===== src/rtl/max_result_collector.sv =====
// Collects per-lane MAX results and drains them round-robin into register-file writes.
// Optional MAX_COLLECT_STATS_EN adds a 16-bit accepted-write counter output (wr_count).

module max_collect_slot #(
    parameter int DATA_W = 32,
    parameter int ADDR_W = 8
) (
    input  logic              clk,
    input  logic              rst,
    input  logic              done_i,
    input  logic              grant_i,
    input  logic [DATA_W-1:0] data_i,
    input  logic [ADDR_W-1:0] dst_i,
    output logic              pending_o,
    output logic [DATA_W-1:0] data_o,
    output logic [ADDR_W-1:0] dst_o,
    output logic              ovf_o
);
    logic              pending_q, pending_d;
    logic [DATA_W-1:0] data_q;
    logic [ADDR_W-1:0] dst_q;
    logic              capture;

    // A slot being granted this cycle is free, so a same-cycle strobe refills it.
    assign capture   = done_i & (~pending_q | grant_i);
    assign pending_d = capture | (pending_q & ~grant_i);
    assign ovf_o     = done_i & pending_q & ~grant_i;

    always_ff @(posedge clk) begin
        if (rst) begin
            pending_q <= 1'b0;
            data_q    <= '0;
            dst_q     <= '0;
        end else begin
            pending_q <= pending_d;
            if (capture) begin
                data_q <= data_i;
                dst_q  <= dst_i;
            end
        end
    end

    assign pending_o = pending_q;
    assign data_o    = data_q;
    assign dst_o     = dst_q;
endmodule

module max_result_collector #(
    parameter int LANES  = 32,
    parameter int DATA_W = 32,
    parameter int ADDR_W = 8
) (
    input  logic                    clk,
    input  logic                    rst,
    input  logic [LANES-1:0]        lane_done,
    input  logic [LANES*DATA_W-1:0] lane_data,
    input  logic [LANES*ADDR_W-1:0] lane_dst,
    output logic [LANES-1:0]        lane_busy,
    output logic                    wr_valid,
    input  logic                    wr_ready,
    output logic [ADDR_W-1:0]       wr_addr,
    output logic [DATA_W-1:0]       wr_data,
    output logic [4:0]              wr_lane,
    output logic                    err_overflow,
`ifdef MAX_COLLECT_STATS_EN
    output logic [15:0]             wr_count,
`endif
    output logic                    idle
);
    localparam int LW = (LANES > 1) ? $clog2(LANES) : 1;

    logic [LANES-1:0]             pend, grant, ovf;
    logic [LANES-1:0][DATA_W-1:0] s_data;
    logic [LANES-1:0][ADDR_W-1:0] s_dst;

    logic              wr_valid_q, wr_valid_d;
    logic [ADDR_W-1:0] wr_addr_q, wr_addr_d;
    logic [DATA_W-1:0] wr_data_q, wr_data_d;
    logic [4:0]        wr_lane_q, wr_lane_d;
    logic [LW-1:0]     last_q, last_d;
    logic              err_q, err_d;

    logic          load_en, any_pend;
    logic [LW-1:0] gnt_idx;

    assign load_en = ~wr_valid_q | wr_ready;

    generate
        for (genvar i = 0; i < LANES; i++) begin : g_slot
            assign grant[i] = load_en & any_pend & (gnt_idx == LW'(i));
            max_collect_slot #(.DATA_W(DATA_W), .ADDR_W(ADDR_W)) u_slot (
                .clk       (clk),
                .rst       (rst),
                .done_i    (lane_done[i]),
                .grant_i   (grant[i]),
                .data_i    (lane_data[i*DATA_W +: DATA_W]),
                .dst_i     (lane_dst[i*ADDR_W +: ADDR_W]),
                .pending_o (pend[i]),
                .data_o    (s_data[i]),
                .dst_o     (s_dst[i]),
                .ovf_o     (ovf[i])
            );
        end
    endgenerate

    // First pending lane scanning upward from the lane after the last grant.
    always_comb begin
        logic [LW-1:0] cand;
        cand     = '0;
        gnt_idx  = '0;
        any_pend = 1'b0;
        for (int k = 0; k < LANES; k++) begin
            cand = LW'((int'(last_q) + k + 1) % LANES);
            if (!any_pend && pend[cand]) begin
                gnt_idx  = cand;
                any_pend = 1'b1;
            end
        end
    end

    always_comb begin
        wr_valid_d = wr_valid_q;
        wr_addr_d  = wr_addr_q;
        wr_data_d  = wr_data_q;
        wr_lane_d  = wr_lane_q;
        last_d     = last_q;
        err_d      = err_q | (|ovf);
        if (load_en) begin
            wr_valid_d = any_pend;
            if (any_pend) begin
                wr_addr_d = s_dst[gnt_idx];
                wr_data_d = s_data[gnt_idx];
                wr_lane_d = 5'(gnt_idx);
                last_d    = gnt_idx;
            end
        end
    end

    always_ff @(posedge clk) begin
        if (rst) begin
            wr_valid_q <= 1'b0;
            wr_addr_q  <= '0;
            wr_data_q  <= '0;
            wr_lane_q  <= '0;
            last_q     <= LW'(LANES - 1);
            err_q      <= 1'b0;
        end else begin
            wr_valid_q <= wr_valid_d;
            wr_addr_q  <= wr_addr_d;
            wr_data_q  <= wr_data_d;
            wr_lane_q  <= wr_lane_d;
            last_q     <= last_d;
            err_q      <= err_d;
        end
    end

`ifdef MAX_COLLECT_STATS_EN
    logic [15:0] cnt_q, cnt_d;
    assign cnt_d = (wr_valid_q & wr_ready) ? cnt_q + 16'd1 : cnt_q;
    always_ff @(posedge clk) begin
        if (rst) cnt_q <= '0;
        else     cnt_q <= cnt_d;
    end
    assign wr_count = cnt_q;
`endif

    assign lane_busy    = pend;
    assign wr_valid     = wr_valid_q;
    assign wr_addr      = wr_addr_q;
    assign wr_data      = wr_data_q;
    assign wr_lane      = wr_lane_q;
    assign err_overflow = err_q;
    assign idle         = ~(|pend) & ~wr_valid_q;
endmodule


===== config.mk =====
export PLATFORM = sky130hd
export DESIGN_NAME = max_result_collector
export DESIGN_NICKNAME = d
export VERILOG_FILES = /design/src/rtl/max_result_collector.sv
export SDC_FILE = /design/constraint.sdc
export NUM_CORES = 2
export LEC_CHECK = 0
export CAP_MARGIN = 15
export CORE_AREA = 2 2 549 551
export CTS_CLUSTER_DIAMETER = 30
export DETAILED_ROUTE_END_ITERATION = 16
export DIE_AREA = 0 0 551 553
export PLACE_DENSITY_LB_ADDON = 0.15
export SKIP_LAST_GASP = 1
export SYNTH_ARGS = -nofsm -noshare
export SYNTH_HDL_FRONTEND = slang
export SYNTH_SLANG_ARGS = --single-unit

===== constraint.sdc =====
create_clock -name clk -period 9.23 [get_ports clk]
set_clock_uncertainty 0.05 [all_clocks]
set_input_delay 0.923 -clock clk [delete_from_list [all_inputs] [get_ports clk]]
set_output_delay 0.923 -clock clk [all_outputs]
set_load 0.1 [all_outputs]

==> flow_summary.yaml <==
status:
  status: "completed"
synth:
  syn-cell-area_um2: 66500
  synthFlopType: "dfxtp_1"
  async_flop_share: 0
  synth_nets: 10447
  syn_inst: 9119
  ys_types: 97
  synth_edf_count: 0
  ys_seq_elements: 1364
  yosysSeqAreaShare: 0.410
  avgSynthCellArea_um2: 7.30
  yosys_warnings: 0
cts:
  cts-resized-gates: 0
  postCtsSetupBuffers: 0
  path_clk_slew_ps: 40
  clk_latency_ps: 990
  cts_hold_buf: 0
  cts.sinks: 1364
  cts-buffers-inserted: 404
  cts_root_buf: "clkbuf_16"
  cts_tree: "done"
  cts_buffer_depth: 4
  htreeDepth: 5
floorplanning:
  ios: 1395
  die_h_um: 553
  initial_core_util: 0.223
  coreArea_um2: 299000
  rows: 201
  die_x_um: 551
  die_area_um2: 305000
timing:
  timing.hold.ws_ps: 399
  tns_ps: 0
  setup_viol: 0
  max_freq_ghz: 0.112
  finalCritPeriodShare: 0.967
  hold_viol: 0
  worst_pin_slew_ps: 1380
  max_slew_margin: 0.0783
  rsz0062_at_grt: "false"
  report.final.slew_viol_count: 0
  fin_crit_ps: 8920
layout:
  finalCoreUtilization: 0.353
  area_growth_syn_to_layout_pct: 58.3
  drive_gt1_frac: 0.164
  multi_input_area_um2: 36000
  filler_cell_count: 31521
  fin_nets: 12277
  seqCellArea_um2: 27300
  layout_common_cells: "nand2_1 (3,530), a21oi_1 (1,506), dfxtp_1 (1,359), clkdlybuf4s50_1 (1,323), buf_4 (700)"
  final_common_cell: "nand2_1"
drt:
  antenna_left: 0
  drt_iter0_drc: 7442
  dr_total_vias: 77081
  vias_per_cell: 5.04
  dr.pass1.iters: 7
  drt_wl_total_um: 499000
  wl_per_cell_um: 32.6
  drcViolationCount: 0
min_path:
  hold_end: "g_slot[16].u_slot.data_o[20]$_SDFFE_PP0P_"
  hp-start: "g_slot[16].u_slot.data_o[20]$_SDFFE_PP0P_"
  hold_class: "flip-flop to flip-flop"
  whs_path_depth: 2
placement:
  place.gp.congestion: 0.953
  hpwl_um: 397000
  port_buffers: 1394
setup_path:
  r2r_cells: 23
  r2r_slack_ps: 310
  startpoint_type: "flip-flop"
  path_cells: "inv_1 -> buf_4 -> ha_1 -> mux4_2 -> mux2i_1 -> mux4_2 -> and4b_1 -> and4_1 -> and4_1 -> nor3_1 -> or4_1 -> a21oi_1 -> buf_4 -> o22a_2 -> nor2_4 -> nor2_4 -> buf_4 -> nand2_1 -> buf_4 -> o22ai_1 -> nor3_1 -> buf_4 -> a2111oi_0"
  r2r-end: "wr_data[0]$_SDFFE_PP0P_"
  worstPathRequired_ps: 9960
  crit_buf_inv: 6
  crit_slowest_cell: "ha_1"
  critPathMaxFanout: 19
  worstSetupPathType: "flip-flop to flip-flop"
  crit_path_end_kind: "flip-flop"
  critPathTopFamily: "simple AND/OR/NAND/NOR gates"
  crit_top_cell: "buf_4"
  cp.arrival_ps: 9650
  rr_startpoint: "last_q[2]$_SDFFE_PP1P_"
  slowest_delay_ps: 890
global_route:
  grt.total_usage: 0.314
  grt_max_degree: 210
  grt_pass1_vias: 77205
  antenna_found_initial: 97
  overflow: 0
  grt_pass1_wl_um: 661000
flow_run:
  drv_cap: 0
-- worst max path at each step --
stage / slack [ps] / cells after the start / endpoint / start
after floorplan: 2460 / 28 / err_overflow$_SDFF_PP0_ / last_q[0]$_SDFFE_PP1P_
after global placement: -700 / 22 / wr_data[6]$_SDFFE_PP0P_ / last_q[1]$_SDFFE_PP1P_
after detailed placement: 250 / 24 / wr_data[0]$_SDFFE_PP0P_ / last_q[1]$_SDFFE_PP1P_
after CTS: 230 / 24 / wr_data[0]$_SDFFE_PP0P_ / last_q[1]$_SDFFE_PP1P_
after global routing: 220 / 23 / wr_data[0]$_SDFFE_PP0P_ / last_q[2]$_SDFFE_PP1P_
final: 310 / 23 / wr_data[0]$_SDFFE_PP0P_ / last_q[2]$_SDFFE_PP1P_
-- sequential cells by signal, summed over array words and instances (netlist names) --
| signal | count |
|---|---|
| wr_addr | 8 |
| wr_data | 32 |
| wr_valid | 1 |
| last_q | 5 |
| g_slot.u_slot.pending_o | 32 |
| wr_lane | 5 |
| g_slot.u_slot.dst_o | 256 |
| err_overflow | 1 |
| g_slot.u_slot.data_o | 1024 |
-- kinds of logic after synthesis --
logic type | share of synthesized area
AO/OA/AOI/OAI | 0.178
multiplexers | 0.0828
adder cells (fa/ha/maj) | 0.00244
buffers and inverters | 0.0560
AND/OR/NAND/NOR | 0.266
XOR/XNOR | 0.00429
flip-flops | 0.410
-- stage by stage --
stage / worst slack [ps] / instance area [µm²] / cells
floorplan: 2460 / 66500 / 9119
global placement: -700 / 90600 / 14494
detailed placement: 245 / 90700 / 14500
CTS: 233 / 105000 / 15241
global route: 217 / 105000 / 15277
finish: 309 / 105000 / 15296
-- area by class of cell --
cell class	instances	area share
tap	3958	0.0470
antenna	54	0.00128
timing repair buffer	2216	0.212
clock buffer	567	0.111
multi-input combinational	6915	0.341
clock inverter	174	0.0264
inverter	48	0.00171
sequential	1364	0.259
-- routing by layer --
metal | track usage | wire length, µm | vias to the layer above | share of wire
li1 | - | - | 34752 | -
met1 | 0.379 | 201000 | 38061 | 0.40
met2 | 0.521 | 235000 | 3370 | 0.47
met3 | 0.0562 | 31500 | 852 | 0.063
met4 | 0.183 | 31900 | 46 | 0.064
met5 | 0 | 307 | - | 0.00062
-- Yosys cell counts (24+ instances only) --
cell type / n / area, µm²
and2_1: 57 / 357
nor4_1: 30 / 188
mux2i_1: 299 / 2990
buf_1: 29 / 109
a221oi_1: 24 / 210
o31ai_1: 31 / 233
mux2_2: 62 / 698
a211oi_1: 41 / 308
dfxtp_1: 1364 / 27300
nor2_1: 131 / 492
buf_2: 233 / 1170
a2111oi_0: 24 / 210
a21oi_1: 1509 / 7550
a311oi_1: 28 / 245
clkbuf_1: 458 / 1720
nand3_1: 281 / 1410
o22ai_1: 34 / 213
inv_1: 42 / 158
o21ai_0: 90 / 450
nor3_1: 67 / 335
nand2_1: 3560 / 13400
mux4_2: 75 / 1690
a31oi_1: 55 / 344
buf_4: 69 / 518
and3_1: 79 / 494
-- worst reg2reg max path, delay by kind of cell, from the launching register on --
| family | cells | cell delay [ps] |
|---|---|---|
| adders and majority gates | 1 | 900 |
| buffers and inverters | 6 | 1250 |
| AOI/OAI and AO/OA | 4 | 1820 |
| DFF | 1 | 580 |
| muxes | 3 | 1160 |
| and+or+nand+nor | 9 | 3020 |
Power is not shown: default switching activity piles up to over one toggle a cycle in this logic, so the estimate is an artifact.
